### src/rtl/neighbor_link_multicontext_if.sv
// Neighbor-facing bundle of the multi-context link: growth/error requests and exposed data.
// master = processing-unit side, slave = link side.
interface neighbor_link_multicontext_if #(
  parameter int unsigned EXPOSED_DATA_SIZE = 13
);
  logic                         a_increase;
  logic                         b_increase;
  logic                         a_is_error_in;
  logic                         b_is_error_in;
  logic [EXPOSED_DATA_SIZE-1:0] a_input_data;
  logic [EXPOSED_DATA_SIZE-1:0] b_input_data;
  logic [EXPOSED_DATA_SIZE-1:0] a_output_data;
  logic [EXPOSED_DATA_SIZE-1:0] b_output_data;

  modport master (
    output a_increase,
    output b_increase,
    output a_is_error_in,
    output b_is_error_in,
    output a_input_data,
    output b_input_data,
    input  a_output_data,
    input  b_output_data
  );

  modport slave (
    input  a_increase,
    input  b_increase,
    input  a_is_error_in,
    input  b_is_error_in,
    input  a_input_data,
    input  b_input_data,
    output a_output_data,
    output b_output_data
  );
endinterface

### src/rtl/neighbor_link_multicontext.sv
// Neighbor link time-multiplexed over NUM_CONTEXTS decoding contexts, one active at a time.
// Optional NEIGHBOR_LINK_ERASURE_EN adds erasure_in: measurement loading pre-grows the link.
module neighbor_link_multicontext #(
  parameter int unsigned ADDRESS_WIDTH     = 6,
  parameter int unsigned MAX_WEIGHT        = 2,
  parameter int unsigned NUM_CONTEXTS      = 4,
  parameter int unsigned EXPOSED_DATA_SIZE = ADDRESS_WIDTH + 7,
  parameter int unsigned STAGE_WIDTH       = 3,
  localparam int unsigned LINK_BIT_WIDTH   = $clog2(MAX_WEIGHT + 1),
  localparam int unsigned CTX_WIDTH        = (NUM_CONTEXTS > 1) ? $clog2(NUM_CONTEXTS) : 1
) (
  input  logic                      clk,
  input  logic                      reset,
  input  logic [STAGE_WIDTH-1:0]    global_stage,
  neighbor_link_multicontext_if.slave link,
  input  logic                      is_error_systolic_in,
  input  logic                      param_valid,
  input  logic [LINK_BIT_WIDTH-1:0] weight_in,
  input  logic [1:0]                boundary_condition_in,
  input  logic                      context_switch,
  input  logic [CTX_WIDTH-1:0]      context_next,
`ifdef NEIGHBOR_LINK_ERASURE_EN
  input  logic                      erasure_in,
`endif
  output logic [CTX_WIDTH-1:0]      active_context,
  output logic [CTX_WIDTH-1:0]      param_ptr,
  output logic                      fully_grown,
  output logic                      is_boundary,
  output logic                      is_error,
  output logic [LINK_BIT_WIDTH-1:0] weight_out,
  output logic [1:0]                boundary_condition_out
);

  localparam logic [STAGE_WIDTH-1:0] STAGE_IDLE                = STAGE_WIDTH'(0);
  localparam logic [STAGE_WIDTH-1:0] STAGE_MEASUREMENT_LOADING = STAGE_WIDTH'(1);
  localparam logic [STAGE_WIDTH-1:0] STAGE_GROW                = STAGE_WIDTH'(2);
  localparam logic [STAGE_WIDTH-1:0] STAGE_PARAMETERS_LOADING  = STAGE_WIDTH'(3);
  localparam logic [STAGE_WIDTH-1:0] STAGE_MERGE               = STAGE_WIDTH'(4);
  localparam logic [STAGE_WIDTH-1:0] STAGE_PEELING             = STAGE_WIDTH'(5);
  localparam logic [STAGE_WIDTH-1:0] STAGE_RESULT_VALID        = STAGE_WIDTH'(6);

  // Wide enough for growth + both increments before saturation.
  localparam int unsigned SUM_WIDTH = $clog2(MAX_WEIGHT + 3);
  localparam logic [CTX_WIDTH-1:0] LAST_CTX = CTX_WIDTH'(NUM_CONTEXTS - 1);
  localparam logic [CTX_WIDTH:0]   NUM_CTX  = (CTX_WIDTH + 1)'(NUM_CONTEXTS);

  logic [LINK_BIT_WIDTH-1:0] weight_q [NUM_CONTEXTS];
  logic [LINK_BIT_WIDTH-1:0] weight_d [NUM_CONTEXTS];
  logic [1:0]                bc_q     [NUM_CONTEXTS];
  logic [1:0]                bc_d     [NUM_CONTEXTS];
  logic [LINK_BIT_WIDTH-1:0] growth_q [NUM_CONTEXTS];
  logic [LINK_BIT_WIDTH-1:0] growth_d [NUM_CONTEXTS];
  logic                      err_q    [NUM_CONTEXTS];
  logic                      err_d    [NUM_CONTEXTS];
  logic [CTX_WIDTH-1:0]      active_context_q, active_context_d;
  logic [CTX_WIDTH-1:0]      param_ptr_q, param_ptr_d;

  logic [LINK_BIT_WIDTH-1:0]    act_weight;
  logic [1:0]                   act_bc;
  logic [LINK_BIT_WIDTH-1:0]    act_growth;
  logic [SUM_WIDTH-1:0]         growth_sum;
  logic [LINK_BIT_WIDTH-1:0]    growth_sat;
  logic [LINK_BIT_WIDTH-1:0]    growth_meas;
  logic                         err_next;
  logic                         switch_ok;
  logic                         param_wr;
  logic                         is_meas_loading;
  logic                         is_stage_known;
  logic [EXPOSED_DATA_SIZE-1:0] fwd_to_a, fwd_to_b;

  assign act_weight = weight_q[active_context_q];
  assign act_bc     = bc_q[active_context_q];
  assign act_growth = growth_q[active_context_q];

  assign switch_ok       = context_switch && ({1'b0, context_next} < NUM_CTX);
  assign param_wr        = param_valid && (global_stage == STAGE_PARAMETERS_LOADING);
  assign is_meas_loading = (global_stage == STAGE_MEASUREMENT_LOADING);

  // Stages without a dedicated action fall through to the default grow/error rules.
  assign is_stage_known = (global_stage == STAGE_IDLE) || (global_stage == STAGE_GROW) ||
                          (global_stage == STAGE_MERGE) || (global_stage == STAGE_PEELING);

  always_comb begin
    growth_sum = '0;
    if (act_bc == 2'd0) begin
      growth_sum = SUM_WIDTH'(act_growth) + SUM_WIDTH'(link.a_increase) +
                   SUM_WIDTH'(link.b_increase);
    end else if (act_bc == 2'd1) begin
      growth_sum = SUM_WIDTH'(act_growth) + SUM_WIDTH'(link.a_increase);
    end
    if (growth_sum > SUM_WIDTH'(act_weight)) begin
      growth_sat = act_weight;
    end else begin
      growth_sat = growth_sum[LINK_BIT_WIDTH-1:0];
    end
  end

`ifdef NEIGHBOR_LINK_ERASURE_EN
  // An erased link starts fully grown so the matching treats it as free.
  assign growth_meas = erasure_in ? act_weight : '0;
`else
  assign growth_meas = '0;
`endif

  always_comb begin
    err_next = 1'b0;
    if (act_bc[1]) begin
      err_next = 1'b0;
    end else if (is_meas_loading) begin
      err_next = 1'b0;
    end else if (global_stage == STAGE_RESULT_VALID) begin
      err_next = is_error_systolic_in;
    end else if (act_bc == 2'd0) begin
      err_next = link.a_is_error_in | link.b_is_error_in;
    end else begin
      err_next = link.a_is_error_in;
    end
  end

  always_comb begin
    weight_d         = weight_q;
    bc_d             = bc_q;
    growth_d         = growth_q;
    err_d            = err_q;
    active_context_d = active_context_q;
    param_ptr_d      = param_ptr_q;

    if (param_wr) begin
      weight_d[param_ptr_q] = weight_in;
      bc_d[param_ptr_q]     = boundary_condition_in;
      param_ptr_d           = (param_ptr_q == LAST_CTX) ? '0 : param_ptr_q + 1'b1;
    end

    // A context switch suppresses the stage action for that cycle on every context.
    if (switch_ok) begin
      active_context_d = context_next;
    end else begin
      growth_d[active_context_q] = is_meas_loading ? growth_meas : growth_sat;
      err_d[active_context_q]    = err_next;
    end
  end

  always_ff @(posedge clk or posedge reset) begin
    if (reset) begin
      for (int i = 0; i < int'(NUM_CONTEXTS); i++) begin
        weight_q[i] <= '0;
        bc_q[i]     <= '0;
        growth_q[i] <= '0;
        err_q[i]    <= 1'b0;
      end
      active_context_q <= '0;
      param_ptr_q      <= '0;
    end else begin
      weight_q         <= weight_d;
      bc_q             <= bc_d;
      growth_q         <= growth_d;
      err_q            <= err_d;
      active_context_q <= active_context_d;
      param_ptr_q      <= param_ptr_d;
    end
  end

  always_comb begin
    fwd_to_a = '0;
    fwd_to_b = '0;
    if (act_bc == 2'd0) begin
      fwd_to_a = link.b_input_data;
      fwd_to_b = link.a_input_data;
    end
  end

  assign link.a_output_data = fwd_to_a;
  assign link.b_output_data = fwd_to_b;

  assign active_context         = active_context_q;
  assign param_ptr              = param_ptr_q;
  assign weight_out             = act_weight;
  assign boundary_condition_out = act_bc;
  assign is_error               = err_q[active_context_q];
  assign fully_grown            = (act_growth >= act_weight) && !act_bc[1];
  assign is_boundary            = (act_bc == 2'd1) && fully_grown;

  logic unused_stage;
  assign unused_stage = is_stage_known;

endmodule
### src/flat_wrapper.sv
// flat-port wrapper written by rule: the top's interface ports become plain ports
module neighbor_link_multicontext_flat 
#(
  parameter int unsigned ADDRESS_WIDTH     = 6,
  parameter int unsigned MAX_WEIGHT        = 2,
  parameter int unsigned NUM_CONTEXTS      = 4,
  parameter int unsigned EXPOSED_DATA_SIZE = ADDRESS_WIDTH + 7,
  parameter int unsigned STAGE_WIDTH       = 3,
  localparam int unsigned LINK_BIT_WIDTH   = $clog2(MAX_WEIGHT + 1),
  localparam int unsigned CTX_WIDTH        = (NUM_CONTEXTS > 1) ? $clog2(NUM_CONTEXTS) : 1
)
  (clk, reset, global_stage, is_error_systolic_in, param_valid, weight_in, boundary_condition_in, context_switch, context_next, active_context, param_ptr, fully_grown, is_boundary, is_error, weight_out, boundary_condition_out, link_a_increase, link_b_increase, link_a_is_error_in, link_b_is_error_in, link_a_input_data, link_b_input_data, link_a_output_data, link_b_output_data);
  neighbor_link_multicontext_if #(.EXPOSED_DATA_SIZE(EXPOSED_DATA_SIZE)) link_i ();
  input  logic clk;
  input  logic reset;
  input  logic [STAGE_WIDTH-1:0] global_stage;
  input  logic is_error_systolic_in;
  input  logic param_valid;
  input  logic [LINK_BIT_WIDTH-1:0] weight_in;
  input  logic [1:0] boundary_condition_in;
  input  logic context_switch;
  input  logic [CTX_WIDTH-1:0] context_next;
  output logic [CTX_WIDTH-1:0] active_context;
  output logic [CTX_WIDTH-1:0] param_ptr;
  output logic fully_grown;
  output logic is_boundary;
  output logic is_error;
  output logic [LINK_BIT_WIDTH-1:0] weight_out;
  output logic [1:0] boundary_condition_out;
  input wire logic [$bits(link_i.a_increase)-1:0] link_a_increase;
  input wire logic [$bits(link_i.b_increase)-1:0] link_b_increase;
  input wire logic [$bits(link_i.a_is_error_in)-1:0] link_a_is_error_in;
  input wire logic [$bits(link_i.b_is_error_in)-1:0] link_b_is_error_in;
  input wire logic [$bits(link_i.a_input_data)-1:0] link_a_input_data;
  input wire logic [$bits(link_i.b_input_data)-1:0] link_b_input_data;
  output wire logic [$bits(link_i.a_output_data)-1:0] link_a_output_data;
  output wire logic [$bits(link_i.b_output_data)-1:0] link_b_output_data;
  assign link_i.a_increase = link_a_increase;
  assign link_i.b_increase = link_b_increase;
  assign link_i.a_is_error_in = link_a_is_error_in;
  assign link_i.b_is_error_in = link_b_is_error_in;
  assign link_i.a_input_data = link_a_input_data;
  assign link_i.b_input_data = link_b_input_data;
  assign link_a_output_data = link_i.a_output_data;
  assign link_b_output_data = link_i.b_output_data;
  neighbor_link_multicontext #(.ADDRESS_WIDTH(ADDRESS_WIDTH), .MAX_WEIGHT(MAX_WEIGHT), .NUM_CONTEXTS(NUM_CONTEXTS), .EXPOSED_DATA_SIZE(EXPOSED_DATA_SIZE), .STAGE_WIDTH(STAGE_WIDTH)) u_core (.clk(clk), .reset(reset), .global_stage(global_stage), .link(link_i), .is_error_systolic_in(is_error_systolic_in), .param_valid(param_valid), .weight_in(weight_in), .boundary_condition_in(boundary_condition_in), .context_switch(context_switch), .context_next(context_next), .active_context(active_context), .param_ptr(param_ptr), .fully_grown(fully_grown), .is_boundary(is_boundary), .is_error(is_error), .weight_out(weight_out), .boundary_condition_out(boundary_condition_out));
endmodule
### config.mk
export PLATFORM = sky130hd
export DESIGN_NAME = neighbor_link_multicontext_flat
export DESIGN_NICKNAME = d
export VERILOG_FILES = /design/src/rtl/neighbor_link_multicontext_if.sv /design/src/rtl/neighbor_link_multicontext.sv /design/src/flat_wrapper.sv
export SDC_FILE = /design/constraint.sdc
export NUM_CORES = 1
export LEC_CHECK = 0
export ABC_CLOCK_PERIOD_IN_PS = 6400
export CORE_ASPECT_RATIO = 1.1
export CORE_MARGIN = 4
export CORE_UTILIZATION = 43
export CTS_CLUSTER_SIZE = 40
export DETAILED_ROUTE_END_ITERATION = 7
export PLACE_DENSITY = 0.9
export SLEW_MARGIN = 10
export SYNTH_ARGS = -nofsm -noshare
export SYNTH_HDL_FRONTEND = slang
export SYNTH_SLANG_ARGS = --single-unit
### constraint.sdc
create_clock -name clk -period 6.4 [get_ports clk]
set_input_delay 1.28 -clock clk [delete_from_list [all_inputs] [get_ports clk]]
set_output_delay 1.28 -clock clk [all_outputs]
set_load 0.01 [all_outputs]
---- After elaboration in Yosys (flattened, before gate mapping) ----
Index checks and enable logic that the tools add are counted.
operators by class
  add/subtract/negate cells ............... 3
  bitwise gates (word level) .............. 3
  $lt $le $gt $ge ......................... 6
  mux-type cells .......................... 33
  reductions and logical operators ........ 7
  equal/unequal tests ..................... 5
operators by type and width
  cell                 count
  $mux 13              2
  $bwmux 8             3
  $mux 2               11
  $bmux 2 s2           3
  $demux 2 s2          2
  $mux 1               7
  $ge 3x3->1 const B   2
  $lt 3x1->1 const B   2
  $mux 3               2
  $not 2->3            2
  $logic_and 1x1->1    5
  $bwmux 4             1
  $add 2x1->3          1
  $add 3x1->3          1
  $eq 3x1->1 const B   1
  $eq 3x2->1 const B   1
  $eq 3x3->1 const B   1
  $gt 3x2->1           1
  $add 2x1->2 const B  1
  $bmux 1 s2           1
  $demux 1 s2          1
  $eq 2x1->1 const B   1
  $eq 2x2->1 const B   1
  $ge 2x2->1           1
  3 further kinds      3
storage, ports and cells
  input port bits ......................... 44
  output and inout bits ................... 37
  logic and storage cells ................. 75
  register bits after elaboration ......... 32

---- Depth between registers and ports, before layout ----
  word-level depth ........................ 11
  mapped depth ............................ 13

---- Worst setup path before layout ----
No wires, ideal clock.
  kind .................................... input to register
  start point ............................. input port link_a_increase
  end point ............................... register u_core.growth_q[1] (netlist name)
  stages on the path ...................... 11
  setup slack ............................. 2,727 ps
  library setup time ...................... 132 ps
  arrival time ............................ 3,541 ps
  required time ........................... 6,268 ps
  cell sequence ........................... ha_1 ha_1 fa_1 mux2i_1 nor2_1 ha_1 nor2b_1 o21ai_0 nor2_1 o32ai_2 o21ai_1
between the ends
  cells in the longest elaborated chain, start to end .. 7
  elaborated cells between the ends (all ways) .. 8
  those cells by class .................... add/sub (2); order compare (1); mux (5)
ends and longest elaborated chain
  item                                          line                                                                RTL
  start: declaration                            flat_wrapper.sv:30                                                  input wire logic [$bits(link_i.a_increase)-1:0] link_a_increase;
  $add 2x1->3 (*)                               neighbor_link_multicontext.sv:86, neighbor_link_multicontext.sv:89
  $add 3x1->3 / $mux 3 (equally long branches)  neighbor_link_multicontext.sv:86, neighbor_link_multicontext.sv:88
  $mux 3 (*)                                    neighbor_link_multicontext.sv:85                                    if (act_bc == 2'd0) begin
  $gt 3x2->1                                    neighbor_link_multicontext.sv:91                                    if (growth_sum > SUM_WIDTH'(act_weight)) begin
  $mux 2 (*)                                    neighbor_link_multicontext.sv:91
  $mux 2 (*)                                    neighbor_link_multicontext.sv:138                                   growth_d[active_context_q] = is_meas_loading ? growth_meas : growth_sat;
  $bwmux 8 (*)                                  neighbor_link_multicontext.sv:138
  end signal: assignment                        neighbor_link_multicontext.sv:156                                   growth_q <= growth_d;
  end: declaration                              neighbor_link_multicontext.sv:51                                    logic [LINK_BIT_WIDTH-1:0] growth_q [NUM_CONTEXTS];
Every way passes the cells marked *; elsewhere a longest branch is shown, timed or not.
A chain may end at the register's enable or synchronous reset.

---- Final worst setup path ----
  start point ............................. register u_core.active_context_q[0] (netlist: u_core.active_context[0])
  end point ............................... output port link_a_output_data[12]
between the ends
  cells in the longest elaborated chain, start to end .. 6
ends and longest elaborated chain
  item                                        line                               RTL
  start: declaration                          neighbor_link_multicontext.sv:55   logic [CTX_WIDTH-1:0] active_context_q, active_context_d;
  start signal: assignment                    neighbor_link_multicontext.sv:158  active_context_q <= active_context_d;
  $not 2->3 (not written as such)             neighbor_link_multicontext.sv:72   assign act_bc = bc_q[active_context_q];
  $bmux 2 s2                                  neighbor_link_multicontext.sv:72
  $mux 2 (not written as such) (2 in series)  neighbor_link_multicontext.sv:72
  $logic_not 2->1                             neighbor_link_multicontext.sv:166  if (act_bc == 2'd0) begin
  $mux 13                                     neighbor_link_multicontext.sv:166
  end: declaration                            flat_wrapper.sv:36                 output wire logic [$bits(link_i.a_output_data)-1:0] link_a_output_data;
Every way passes these cells. The select of a mux whose other input is x is not followed.

==> metrics.yaml <==
dieHeight_um: 78.3
vias: 1620
cts.path.max_buffers: 2
critPathRequiredTime_ns: 5.12
cp-start-kind: "flop"
ys_seq_area_frac: 0.414
min_path_type: "flop to flop"
ant_nets: 0
p_per_area_nw_per_um2: 430
p_int_w: 0.000785
synthesis.area_sq_um: 1930
grt_max_degree: 33
setup.worst_path.end_class: "primary output"
path_class: "flop to primary output"
cts_sinks: 32
post_cts_buffers: 0
post-route-min-period_ns: 4.65
worstMarginPinSlew_ns: 1.03
port_buffers: 80
dp.cells: 308
setup_viol: 0
slew_violations: 0
ff_latch_area_sq_um: 801
vdd.ir_drop.worst_v: 0.000194
multi_input_area_sq_um: 1080
switching_share: 0.364
fp.dieW_um: 71.9
yosys_warnings: 0
slew_headroom: 0.312
finClkSkew_ns: 0.00305
cts.reportedPaths.clkPinSlew_ns: 0.06
tns_ns: 0
critical_path.cell_chain: "mux4_2, nor2_1, and2_1, clkdlybuf4s50_1"
synth_nets: 235
worst-r2r-cell-count: 12
overflow: 0
drive_above_1_share: 0.134
hold_viol: 0
dp_hpwl_um: 3900
routed_wl_um: 4840
antenna_found_initial: 0
power.switching_w: 0.000449
rows: 25
clkPwrFrac: 0.127
cts-hold-fix-buffers: 0
critPathSlowestCell: "nor2_1"
cap_violations: 0
synth_seq_cells: 32
cp.arrival_ns: 3.37
crit_fanout: 26
syn_avg_cell_area_sq_um: 10.8
place_congestion: 0.781
root_buffer: "clkbuf_8"
core_sq_um: 4320
leakage_nw: 1.23
critPathMaxStageDelay_ns: 0.82
post_drt_wl_per_cell_um: 15.3
die_area_sq_um: 5630
n_fill_cell: 345
initial_core_util: 0.448
synth_cell_type_count: 29
grt_usage: 0.182
cts_tree: "built"
cts_resized: 0
final-instance-count-excl-fill: 316
io_pins: 81
synthCells: 179
timing.final.crit_share: 0.726
viasPerCell: 5.13
drc: 0
cts_made_buffers: 5
power_frac_comb: 0.602
initialDrtViolationCount: 36
whs_path_depth: 2
grt_pass1_vias: 1703
clock_latency_ns: 0.28
first_pass_iters: 4
area_growth_pct: 48.3
rsz0062_at_grt: "false"
n_antenna_cell: 0
finalNetCount: 317
htreeDepth: 2
grt_pass1_wl_um: 7960
status: "complete, no violations"
sequentialPowerShare: 0.271
fmaxAchievable_mhz: 215
-- layout by cell type (no fill, tap or decap), types with 3 or more instances in the layout --
cell type        Yosys  final
o21ai_0              4      4
nor2_1               9      9
inv_1                6      6
dfrtp_1             32     32
clkbuf_8             0      6
o21ai_1              9      9
mux4_2               7      7
nand2b_1             4      4
mux2_2              18     18
clkdlybuf4s50_1      0     80
and2_1              27     27
nand2_1             23     23
ha_1                11     11
o31ai_1              4      4
mux2i_1              3      3
-- logic make-up (layout without fill, tap and decap cells) --
| group | count (synthesis) | count (layout) | share of synthesized area |
|---|---|---|---|
| muxes | 29 | 29 | 0.209 |
| and+or+nand+nor | 72 | 72 | 0.194 |
| adders and majority gates | 12 | 12 | 0.0816 |
| buffers and inverters | 12 | 95 | 0.0285 |
| DFF | 32 | 32 | 0.414 |
| AOI/OAI and AO/OA | 22 | 22 | 0.0731 |
-- synthesized netlist by cell type (all sizes together) --
library cell,count,share of area
dfrtp,32,0.41
and2,27,0.087
nand2,23,0.045
mux2,18,0.10
o21ai,13,0.034
ha,11,0.071
nor2,9,0.017
mux4,7,0.082
inv,6,0.012
buf,4,0.013
mux2i,4,0.023
nand2b,4,0.013
o31ai,4,0.016
a21oi,2,0.0052
clkbuf,2,0.0039
nand3b,2,0.0078
nor2b,2,0.0065
or3,2,0.0065
a2bb2oi,1,0.0045
and3b,1,0.0045
fa,1,0.010
nor3,1,0.0026
o21bai,1,0.0058
o32ai,1,0.0084
or2,1,0.0032
-- critical path, delay by kind of cell, from the launching register on --
family	cells	cell delay, ns
muxes	1	0.72
and+or+nand+nor	2	1.07
DFF	1	0.73
buffers and inverters	1	0.55
-- final timing paths --
path	startpoint	endpoint	slack, ns
max reg2reg	u_core.active_context[0]	u_core.growth_q[3]	2.40
min reg2reg	u_core.growth_q[2]	u_core.growth_q[2]	0.48
min in group asynchronous	reset	u_core.growth_q[4]	1.38
max in group asynchronous	reset	u_core.weight_q[1]	4.72
min	u_core.growth_q[2]	u_core.growth_q[2]	0.48
max	u_core.active_context[0]	link_a_output_data[12]	1.75
-- final cells by class --
cell class                 count  area share
timing repair buffer          81       0.282
multi-input combinational    135       0.376
sequential                    32       0.279
clock buffer                   8      0.0314
inverter                       6     0.00786
tap                           54      0.0236
-- through the flow --
stage / utilization / total power, W / hold slack (ns) / worst slack [ns] / area, sq um
6_report: 0.664 / 0.00123 / 0.481 / 1.75 / 2870
4_1_cts: 0.664 / 0.00125 / 0.485 / 1.70 / 2870
5_1_grt: 0.664 / 0.00135 / 0.514 / 1.41 / 2870
2_1_floorplan: - / 0.000769 / 0.443 / 2.73 / 1930
3_5_place_dp: 0.643 / 0.00109 / 0.471 / 2.01 / 2780
3_3_place_gp: 0.643 / 0.00106 / 0.457 / 2.08 / 2780
-- layer usage --
metal	track usage	up-vias	wire length, um
li1	-	785	-
met1	0.207	738	1850
met2	0.317	91	2340
met3	0.0576	6	586
met4	0.0620	0	64
met5	0	-	0
-- flip-flops by register name, summed over array words and instances (netlist names) --
| name | flops |
|---|---|
| u_core.bc_q | 8 |
| u_core.growth_q | 8 |
| u_core.weight_q | 8 |
| u_core.err_q | 4 |
| u_core.active_context | 2 |
| u_core.param_ptr | 2 |
-- power by group through the flow --
stage               clock network (W)  logic, W  registers, W
floorplan                           0  0.000450      0.000319
global placement                    0  0.000728      0.000331
detailed placement                  0  0.000751      0.000337
CTS                          0.000163  0.000756      0.000333
global route                 0.000170  0.000833      0.000343
finish                       0.000157  0.000743      0.000334
Power figures use the tool's default switching activity.
